`src/rtl/block_check_pkg.sv`:
```
// ============================================================================
// block_check_pkg - shared types and constants for the block-check scheduler
// Revision: 1.0
// ============================================================================
`default_nettype none

package block_check_pkg;

    localparam int CHAR_W = 8;
    localparam logic [CHAR_W-1:0] CHAR_SPACE = 8'h20;

    typedef enum logic [2:0] {
        IDLE   = 3'd0,
        LOAD   = 3'd1,
        CLEAR  = 3'd2,
        STREAM = 3'd3,
        FLUSH  = 3'd4,
        REPORT = 3'd5
    } state_e;

endpackage

`default_nettype wire

```
`src/rtl/char_buffer.sv`:
```
// ============================================================================
// char_buffer - DEPTH x CHAR_W string store with write/read pointers and count
// Revision: 1.0
// ============================================================================
`default_nettype none

module char_buffer
    import block_check_pkg::*;
#(
    parameter int DEPTH = 16
) (
    input  logic              clk,
    input  logic              reset,
    input  logic              wr_en_i,
    input  logic [CHAR_W-1:0] wr_data_i,
    input  logic              rd_en_i,
    input  logic              clr_i,
    output logic [CHAR_W-1:0] rd_data_o,
    output logic              full_o,
    output logic              rd_last_o
);

    localparam int AW = (DEPTH > 1) ? $clog2(DEPTH) : 1;
    localparam int CW = $clog2(DEPTH + 1);

    logic [CHAR_W-1:0] mem [DEPTH];
    logic [AW-1:0]     wr_q, wr_d, rd_q, rd_d;
    logic [CW-1:0]     count_q, count_d;
    logic              push;

    assign full_o    = (count_q == CW'(DEPTH));
    assign push      = wr_en_i && !full_o;
    assign rd_data_o = mem[rd_q];
    assign rd_last_o = (CW'(rd_q) == (count_q - CW'(1)));

    // Storage carries no reset; only the pointers define what is valid.
    always_ff @(posedge clk) begin
        if (push) begin
            mem[wr_q] <= wr_data_i;
        end
    end

    always_comb begin
        wr_d    = wr_q;
        rd_d    = rd_q;
        count_d = count_q;
        if (clr_i) begin
            wr_d    = '0;
            rd_d    = '0;
            count_d = '0;
        end else begin
            if (push) begin
                wr_d    = wr_q + AW'(1);
                count_d = count_q + CW'(1);
            end
            if (rd_en_i) begin
                rd_d = rd_q + AW'(1);
            end
        end
    end

    always_ff @(posedge clk or posedge reset) begin
        if (reset) begin
            wr_q    <= '0;
            rd_q    <= '0;
            count_q <= '0;
        end else begin
            wr_q    <= wr_d;
            rd_q    <= rd_d;
            count_q <= count_d;
        end
    end

endmodule

`default_nettype wire

```
`src/rtl/block_check_scheduler.sv`:
```
// ============================================================================
// block_check_scheduler - round-robin sharing of one BlockChecker among NREQ
// character-stream requesters; buffers, replays and reports per string.
// Revision: 1.0
// ============================================================================
`default_nettype none

module block_check_scheduler
    import block_check_pkg::*;
#(
    parameter int NREQ  = 2,
    parameter int DEPTH = 16,
    parameter int IDW   = 1
) (
    input  logic                   clk,
    input  logic                   reset,
    input  logic [NREQ-1:0]        in_valid,
    input  logic [CHAR_W*NREQ-1:0] in_data,
    input  logic [NREQ-1:0]        in_last,
    output logic [NREQ-1:0]        in_ready,
    output logic                   chk_clear,
    output logic [CHAR_W-1:0]      chk_in,
    input  logic                   chk_result,
    output logic                   done_valid,
    output logic [IDW-1:0]         done_id,
    output logic                   done_result,
    output logic                   done_err,
    output logic                   busy
);

    state_e            state_q, state_d;
    logic [IDW-1:0]    grant_q, grant_d;
    logic [IDW-1:0]    rr_q, rr_d;
    logic              err_q, err_d;
    logic              res_q, res_d;

    logic              sel_valid, sel_last;
    logic [CHAR_W-1:0] sel_data;
    logic              buf_wr_en, buf_rd_en, buf_clr;
    logic              buf_full, buf_rd_last;
    logic [CHAR_W-1:0] buf_rd_data;

    // Lowest asserted index at or after ptr, wrapping to the bottom if none.
    function automatic logic [IDW-1:0] rr_pick(input logic [NREQ-1:0] v,
                                               input logic [IDW-1:0]  ptr);
        logic [IDW-1:0] pick;
        logic           found;
        pick  = ptr;
        found = 1'b0;
        for (int i = NREQ - 1; i >= 0; i--) begin
            if (v[i] && (i >= int'(ptr))) begin
                pick  = IDW'(i);
                found = 1'b1;
            end
        end
        if (!found) begin
            for (int i = NREQ - 1; i >= 0; i--) begin
                if (v[i]) begin
                    pick = IDW'(i);
                end
            end
        end
        return pick;
    endfunction

    always_comb begin
        sel_valid = 1'b0;
        sel_last  = 1'b0;
        sel_data  = CHAR_SPACE;
        for (int i = 0; i < NREQ; i++) begin
            if (grant_q == IDW'(i)) begin
                sel_valid = in_valid[i];
                sel_last  = in_last[i];
                sel_data  = in_data[i*CHAR_W +: CHAR_W];
            end
        end
    end

    char_buffer #(
        .DEPTH (DEPTH)
    ) u_buf (
        .clk       (clk),
        .reset     (reset),
        .wr_en_i   (buf_wr_en),
        .wr_data_i (sel_data),
        .rd_en_i   (buf_rd_en),
        .clr_i     (buf_clr),
        .rd_data_o (buf_rd_data),
        .full_o    (buf_full),
        .rd_last_o (buf_rd_last)
    );

    always_comb begin
        state_d     = state_q;
        grant_d     = grant_q;
        rr_d        = rr_q;
        err_d       = err_q;
        res_d       = res_q;
        in_ready    = '0;
        chk_clear   = 1'b0;
        chk_in      = CHAR_SPACE;
        done_valid  = 1'b0;
        done_id     = '0;
        done_result = 1'b0;
        done_err    = 1'b0;
        buf_wr_en   = 1'b0;
        buf_rd_en   = 1'b0;
        buf_clr     = 1'b0;

        unique case (state_q)
            IDLE: begin
                if (|in_valid) begin
                    grant_d = rr_pick(in_valid, rr_q);
                    rr_d    = (grant_d == IDW'(NREQ - 1)) ? '0 : grant_d + IDW'(1);
                    state_d = LOAD;
                end
            end
            LOAD: begin
                for (int i = 0; i < NREQ; i++) begin
                    in_ready[i] = (grant_q == IDW'(i));
                end
                // Overflow beats are still accepted so the producer can finish its string.
                if (sel_valid) begin
                    buf_wr_en = 1'b1;
                    if (buf_full) begin
                        err_d = 1'b1;
                    end
                    if (sel_last) begin
                        state_d = (err_q || buf_full) ? REPORT : CLEAR;
                    end
                end
            end
            CLEAR: begin
                chk_clear = 1'b1;
                state_d   = STREAM;
            end
            STREAM: begin
                chk_in    = buf_rd_data;
                buf_rd_en = 1'b1;
                if (buf_rd_last) begin
                    state_d = FLUSH;
                end
            end
            FLUSH: begin
                res_d   = chk_result;
                state_d = REPORT;
            end
            REPORT: begin
                done_valid  = 1'b1;
                done_id     = grant_q;
                done_result = res_q & ~err_q;
                done_err    = err_q;
                buf_clr     = 1'b1;
                err_d       = 1'b0;
                state_d     = IDLE;
            end
            default: begin
                state_d = IDLE;
            end
        endcase
    end

    assign busy = (state_q != IDLE);

    always_ff @(posedge clk or posedge reset) begin
        if (reset) begin
            state_q <= IDLE;
            grant_q <= '0;
            rr_q    <= '0;
            err_q   <= 1'b0;
            res_q   <= 1'b0;
        end else begin
            state_q <= state_d;
            grant_q <= grant_d;
            rr_q    <= rr_d;
            err_q   <= err_d;
            res_q   <= res_d;
        end
    end

endmodule

`default_nettype wire

```
`config.mk`:
```
export PLATFORM = sky130hd
export DESIGN_NAME = block_check_scheduler
export DESIGN_NICKNAME = d
export VERILOG_FILES = /design/src/rtl/block_check_pkg.sv /design/src/rtl/char_buffer.sv /design/src/rtl/block_check_scheduler.sv
export SDC_FILE = /design/constraint.sdc
export NUM_CORES = 1
export LEC_CHECK = 0
export ABC_AREA = 1
export CAP_MARGIN = 5
export CORE_UTILIZATION = 61
export DETAILED_ROUTE_END_ITERATION = 8
export PLACE_DENSITY = 0.82
export SYNTH_ARGS = -nofsm -noshare
export SYNTH_HDL_FRONTEND = slang
export SYNTH_SLANG_ARGS = --single-unit
```
`constraint.sdc`:
```
create_clock -name clk -period 4.6 [get_ports clk]
set_input_delay 0.46 -clock clk [delete_from_list [all_inputs] [get_ports clk]]
set_output_delay 0.46 -clock clk [all_outputs]
set_load 0.05 [all_outputs]
```
==> flow_summary.json, run 1 <==
{
  "synth_largest_type_area_fraction": 0.588,
  "number_of_antenna_repair_diodes": 0,
  "synth_cells": 598,
  "grt_first_pass_wirelength_um": 23500,
  "topRoutingLayerUsed": "met4",
  "critPathArrivalTime_ns": 3.73,
  "wirelength_um": 14700,
  "route.vias.total": 4717,
  "clock_transition_at_path_regs_ns": 0.06,
  "dpl_cell_area_um2": 6970,
  "worst_hold_path_type": "in2async",
  "power.density_cell_area_nw_per_um2": 630,
  "clockRootBuffer": "sky130_fd_sc_hd__clkbuf_8",
  "cpLargestDelayFamily": "buffers and inverters",
  "finalHoldViolCount": 0,
  "drtAntennaViolNets": 0,
  "grt_antenna_before_repair": 0,
  "synth_seq_cells": 148,
  "post_synth_fa_ha_maj_area_fraction": 0.0134,
  "max-clock-path-buffers": 2,
  "slew_at_the_pin_closest_to_its_max_slew_limit_ns": 1.01,
  "setup_violations": 0,
  "initial_utilization": 0.630,
  "rr_worst_depth": 11,
  "grt_usage": 0.285,
  "worst_setup_path_end_kind": "output port",
  "drt_pass1_iterations": 5,
  "dieArea_um2": 11100,
  "first_global_vias": 4636,
  "finish.net_count": 662,
  "m1WireLength_um": 5910,
  "maxCapViolCount": 0,
  "avgViaCountPerCell": 6.05,
  "cts_setup_buffers": 0,
  "post_cts_hold_buffer_count": 0,
  "cp_cell_sequence": "clkinv_1 -> o211ai_1 -> nand3_1 -> a21oi_1 -> clkdlybuf4s50_1",
  "routabilityCongestion": 0.822,
  "seq_area_frac_synth": 0.665,
  "worstPathBufferInverterCount": 2,
  "drc": 0,
  "synth_compound_area_frac": 0.108,
  "io_port_bufs": 38,
  "synth_xor_xnor_area_share": 0.00536,
  "ioPinCount": 39,
  "die_w_um": 106,
  "synth.mux.area_fraction": 0,
  "drt-wirelength-per-cell_um": 18.9,
  "place_hpwl_um": 9110,
  "setup_total_negative_slack_ns": 0,
  "yosys-top-cells-area": "sky130_fd_sc_hd__edfxtp_1 (59%), sky130_fd_sc_hd__dfrtp_1 (7.7%), sky130_fd_sc_hd__nor2_1 (6.9%)",
  "crit_path_top_delay_cell": "sky130_fd_sc_hd__dfrtp_1",
  "rsz0062_at_grt": "no",
  "globalRoute.totalOverflow": 0,
  "post_synth_instance_area_um2": 6540,
  "post_route_cells_drive_above_1_share": 0.0807,
  "worst_ep_required_time_ns": 4.14,
  "cts.sinks": 148,
  "core_region_area_um2": 10400,
  "syn-mean-instance-area_um2": 10.9,
  "irDropWorstVdd_mv": 0.494,
  "finish.cell_count_without_fillers": 780,
  "cts_repair_resize_count": 0,
  "synth-edff-count": 128,
  "clock_tree.htree_level_count": 4,
  "layout_worst_path_cycle_share": 0.910,
  "clock_insertion_delay_worst_skew_ns": 0.53,
  "outcome": "finished clean",
  "critical_path.startpoint_type": "flip-flop",
  "max_clock_freq_ghz": 0.239,
  "crit_fanout": 20,
  "areaGrowthSynthToFinish_pct": 15.3,
  "synthesis.yosys.warnings": 0,
  "critical-path-max-stage-delay_ns": 0.88,
  "placedCellCount": 749,
  "finalInstanceArea_um2": 7540,
  "first_iter_violations": 603,
  "synth_simple_gate_area_share": 0.164,
  "cp_num_cells": 5,
  "leakagePower_uw": 0.00271,
  "time_the_final_worst_path_needs_with_i_o_delays_and_setup_ns": 4.19,
  "synth.net_count": 628,
  "synthDistinctLibCells": 33,
  "synth.cells.most_frequent": "sky130_fd_sc_hd__edfxtp_1 (128), sky130_fd_sc_hd__nor2_1 (121), sky130_fd_sc_hd__nand2_1 (95), sky130_fd_sc_hd__o21ai_0 (64), sky130_fd_sc_hd__nand3_1 (32)",
  "async_flop_share": 0.135,
  "slew_headroom": 0.327,
  "timing.clock.skew_ns": 0.00781,
  "pin_count_of_the_biggest_net_entering_global_routing": 69,
  "die_height_um": 106,
  "main_combinational_cell_family_by_area_after_synthesis": "simple AND/OR/NAND/NOR gates",
  "wl_met3_um": 1280,
  "number_of_rows_in_the_core_area": 37,
  "synthMostInstantiatedCell": "sky130_fd_sc_hd__edfxtp_1",
  "maxSlewViolCount": 0,
  "cts_tree": "done",
  "synthFlopType": "sky130_fd_sc_hd__edfxtp_1",
  "number_of_buffers_created_by_cts": 17,
  "path_class": "reg2out",
  "met2_length_um": 7070,
  "synth_largest_area_cell": "sky130_fd_sc_hd__edfxtp_1"
}
[through the flow]
stage / setup WS (ns) / power (µW) / hold WS (ns) / utilization
after global routing: 0.355 / 4980 / 0.455 / 0.727
after CTS: 0.493 / 4730 / 0.393 / 0.727
after global placement: 1.26 / 3350 / 0.462 / 0.672
after floorplan: 2.22 / 2990 / 0.424 / -
after detailed placement: 1.10 / 3420 / 0.464 / 0.672
final: 0.414 / 4750 / 0.370 / 0.727
[cell type report]
type	count	area, µm²
clock buffer	18	418
clock inverter	13	150
fill	683	2830
inverter	32	125
multi-input combinational	390	1900
sequential	148	4350
tap	136	170
timing repair buffer	43	430
[worst paths after layout]
kind                                           start                         to  slack, ns
max                        u_buf.rd_q[2]$_DFFE_PP0P_                  chk_in[4]       0.41
min                                            reset     state_q[2]$_DFFE_PP0P_       0.37
max reg2reg                u_buf.rd_q[2]$_DFFE_PP0P_     state_q[0]$_DFFE_PP0P_       1.91
min reg2reg                        res_q$_DFFE_PP0P_          res_q$_DFFE_PP0P_       0.48
max in group asynchronous                      reset  u_buf.rd_q[0]$_DFFE_PP0P_       3.70
min in group clk                          chk_result          res_q$_DFFE_PP0P_       0.48
[registers in the layout (all words and copies together) (netlist names)]
signal / flops
u_buf.mem: 128
u_buf.count_q: 5
u_buf.rd_q: 4
u_buf.wr_q: 4
state_q: 3
err_q: 1
grant_q: 1
res_q: 1
rr_q: 1
[layer usage]
| layer | up-vias | track usage |
|---|---|---|
| li1 | 2152 | - |
| met5 | - | 0 |
| met4 | 0 | 0.136 |
| met1 | 2227 | 0.378 |
| met2 | 287 | 0.457 |
| met3 | 51 | 0.0581 |
[placed cells by master (no fill, tap or decap), drive strengths merged]
cell type / count
ha: 7
bufinv: 2
nand2: 97
o21ai: 72
o22ai: 2
a22oi: 1
and3: 1
o211ai: 31
xor2: 3
o21bai: 1
edfxtp: 128
o21a: 1
inv: 34
nor2: 121
clkdlybuf4s50: 38
dfrtp: 20
buf: 5
clkinvlp: 5
xnor2: 1
nor3: 4
a21oi: 13
nand3: 35
clkbuf: 18
clkinv: 4
[report_power, final]
part	switching (µW)	internal (µW)
clock network	542	777
registers	106	1710
logic	1160	460
[worst register-to-register path, cell delays in order (launching register included)]
cell	delay [ns]
sky130_fd_sc_hd__dfrtp_1	0.88
sky130_fd_sc_hd__clkinv_1	0.76
sky130_fd_sc_hd__nand2_1	0.25
sky130_fd_sc_hd__nand2_1	0.07
sky130_fd_sc_hd__nand2_1	0.06
sky130_fd_sc_hd__nand2_1	0.05
sky130_fd_sc_hd__nor2_1	0.11
sky130_fd_sc_hd__nand2_1	0.07
sky130_fd_sc_hd__nand2_1	0.13
sky130_fd_sc_hd__nand2_1	0.09
sky130_fd_sc_hd__nand2_1	0.06
sky130_fd_sc_hd__nand2_1	0.05
[cell families (layout without fill, tap and decap cells)]
logic type,count (synthesis),count (layout)
AND/OR/NAND/NOR,258,258
flip-flops,148,148
AO/OA/AOI/OAI,121,121
buffers and inverters,60,106
adder cells (fa/ha/maj),7,7
XOR/XNOR,4,4
No activity file was read; power rests on OpenSTA's default activity.
==> run 2, diff against run 1 <==
Settings changed: CORE_MARGIN from default to 2, SYNTH_HIERARCHICAL from default to 1.
==> run 2 against run 1 <==
Sequential power increased by 3%. Utilization fell by 1.8 points. Design area grew 6.5%. Combinational power up 20%. Clock power is essentially flat. Critical path depth is 2 higher. Non-clock buffer count did not move. Die area rose by 12%. Setup slack better by 0.60 ns. Count of clock-buffer cells in the layout did not move. Register-to-register slack got worse by 0.13 ns. Hold slack got worse by 0.069 ns. Critical endpoint is now chk_in[3].
==> flow_summary.json, run 2 <==
{
  "pin_count_of_the_biggest_net_entering_global_routing": 68,
  "drt_pass1_iterations": 7,
  "critical-path-max-stage-delay_ns": 0.85,
  "post_route_cells_drive_above_1_share": 0.0633,
  "first_global_vias": 4992,
  "finish.cell_count_without_fillers": 949,
  "largest_register_ff_count": 128,
  "drt-wirelength-per-cell_um": 16.8,
  "avgViaCountPerCell": 5.50,
  "clock_insertion_delay_worst_skew_ns": 0.42,
  "path_class": "reg2out",
  "regMostFlops": "u_buf/mem",
  "number_of_buffers_created_by_cts": 17,
  "synth_seq_cells": 148,
  "cp_cell_sequence": "inv_1 -> nand3_1 -> nand3_1 -> nand2_1 -> inv_1 -> nor2_1 -> clkdlybuf4s50_1",
  "finalInstanceArea_um2": 8030,
  "post_synth_instance_area_um2": 7050,
  "number_of_rows_in_the_core_area": 39,
  "core_region_area_um2": 11300,
  "maxSlewViolCount": 0,
  "setup_violations": 0,
  "cts_tree": "done",
  "die_height_um": 111,
  "grt_antenna_before_repair": 0,
  "worst_setup_path_startpoint": "u_buf/rd_q[2]$_DFFE_PP0P_",
  "worst_setup_path_end_kind": "output port",
  "route.vias.total": 5219,
  "clock_transition_at_path_regs_ns": 0.06,
  "crit_path_top_delay_cell": "sky130_fd_sc_hd__clkdlybuf4s50_1",
  "most-common-layout-cells": "sky130_fd_sc_hd__nand2_1 (233), sky130_fd_sc_hd__inv_1 (135), sky130_fd_sc_hd__edfxtp_1 (128), sky130_fd_sc_hd__nand3_1 (113), sky130_fd_sc_hd__nor2_1 (42)",
  "io_port_bufs": 38,
  "time_the_final_worst_path_needs_with_i_o_delays_and_setup_ns": 3.59,
  "syn-mean-instance-area_um2": 9.25,
  "layout_worst_path_cycle_share": 0.781,
  "wirelength_um": 15900,
  "dieArea_um2": 12400,
  "rsz0062_at_grt": "no",
  "first_iter_violations": 619,
  "routabilityCongestion": 0.904,
  "cpLargestDelayFamily": "buffers and inverters",
  "outcome": "finished clean",
  "clockRootBuffer": "sky130_fd_sc_hd__clkbuf_16",
  "number_of_antenna_repair_diodes": 0,
  "mostFrequentLayoutCell": "sky130_fd_sc_hd__nand2_1",
  "place_hpwl_um": 10400,
  "finalHoldViolCount": 0,
  "dpl_cell_area_um2": 7470,
  "power.density_cell_area_nw_per_um2": 637,
  "synthesis.yosys.warnings": 6,
  "drc": 0,
  "grt_first_pass_wirelength_um": 25100,
  "synthFlopType": "sky130_fd_sc_hd__edfxtp_1",
  "synth_cells": 762,
  "regToRegStartpoint": "grant_q$_DFFE_PP0P_",
  "worst_hold_path_type": "in2async",
  "cts.sinks": 148,
  "synth.net_count": 792,
  "placedCellCount": 917,
  "ioPinCount": 39,
  "setup_total_negative_slack_ns": 0,
  "async_flop_share": 0.135,
  "areaGrowthSynthToFinish_pct": 14.0,
  "synth.cells.most_frequent": "sky130_fd_sc_hd__nand2_1 (233), sky130_fd_sc_hd__inv_1 (135), sky130_fd_sc_hd__edfxtp_1 (128), sky130_fd_sc_hd__nand3_1 (113), sky130_fd_sc_hd__nor2_1 (42)",
  "critical_path.startpoint_type": "flip-flop",
  "post_cts_hold_buffer_count": 0,
  "irDropWorstVdd_mv": 0.428,
  "finish.net_count": 823,
  "grt_usage": 0.264,
  "initial_utilization": 0.622,
  "yosys-top-cells-area": "sky130_fd_sc_hd__edfxtp_1 (55%), sky130_fd_sc_hd__nand2_1 (12%), sky130_fd_sc_hd__nand3_1 (8.0%)",
  "timing.clock.skew_ns": 0.00835,
  "synth_largest_type_area_fraction": 0.546,
  "die_w_um": 111,
  "leakagePower_uw": 0.00357,
  "clock_tree.htree_level_count": 4,
  "slew_at_the_pin_closest_to_its_max_slew_limit_ns": 1.17,
  "regs_by_ff_count": "u_buf/mem x128, u_buf/count_q x5",
  "slew_headroom": 0.211,
  "drtAntennaViolNets": 0,
  "worstPathBufferInverterCount": 3,
  "worst_ep_required_time_ns": 4.14,
  "cts_repair_resize_count": 0,
  "cts_setup_buffers": 0,
  "synthDistinctLibCells": 28,
  "max_clock_freq_ghz": 0.279,
  "critPathArrivalTime_ns": 3.13,
  "synth_largest_area_cell": "sky130_fd_sc_hd__edfxtp_1",
  "maxCapViolCount": 0,
  "synthMostInstantiatedCell": "sky130_fd_sc_hd__nand2_1",
  "seq_area_frac_synth": 0.617,
  "synth-edff-count": 128,
  "globalRoute.totalOverflow": 0,
  "max-clock-path-buffers": 2,
  "crit_fanout": 20
}
## run 2: worst paths after layout
path / end / cells after the start / slack (ns)
max: chk_in[3] / 7 / 1.01
min reg2reg: rr_q$_DFFE_PP0P_ / 2 / 0.51
min: res_q$_DFFE_PP0P_ / 2 / 0.30
min in group clk: rr_q$_DFFE_PP0P_ / 2 / 0.51
max in group asynchronous: u_buf/rd_q[0]$_DFFE_PP0P_ / 2 / 3.82
max reg2reg: u_buf/mem[5][1]$_DFFE_PP_ / 8 / 1.78
## run 2: layer usage
metal / up-vias / global-route usage / routed length [µm] / part of all wire
met5: - / 0 / 0 / 0
met4: 0 / 0.115 / 353 / 0.022
met3: 28 / 0.0762 / 1760 / 0.11
met2: 270 / 0.433 / 7770 / 0.49
met1: 2446 / 0.331 / 6040 / 0.38
li1: 2475 / - / - / -
## run 2: layout make-up
| type | count | area [µm²] |
|---|---|---|
| inverters | 139 | 522 |
| multi-input cells | 444 | 2010 |
| well taps | 143 | 179 |
| clock inverters | 14 | 129 |
| clock buffers | 18 | 429 |
| flip-flops and latches | 148 | 4350 |
| repair buffers | 43 | 418 |
| fillers | 835 | 3290 |
## run 2: through the flow
stage | hold WS [ns] | utilization | setup WS, ns | total power [µW]
6_report | 0.301 | 0.709 | 1.01 | 5120
5_1_grt | 0.308 | 0.709 | 0.871 | 5410
4_1_cts | 0.296 | 0.709 | 1.05 | 5110
3_5_place_dp | 0.490 | 0.660 | 1.48 | 3810
3_3_place_gp | 0.486 | 0.660 | 1.61 | 3740
2_1_floorplan | 0.263 | - | 1.45 | 3300
## run 2: cell families after synthesis
logic type,after synthesis,synth area share
compound gates,21,0.0156
buf+inv,170,0.0986
simple gates,406,0.244
xor+xnor,10,0.0124
flops,148,0.617
fa+ha+maj,7,0.0124
## run 2: where the power goes
| group | leakage (µW) | switching [µW] | internal, µW |
|---|---|---|---|
| clock | 0.000253 | 546 | 749 |
| sequential | 0.00141 | 139 | 1730 |
| combinational | 0.00191 | 1400 | 555 |
| total | 0.00357 | 2090 | 3030 |
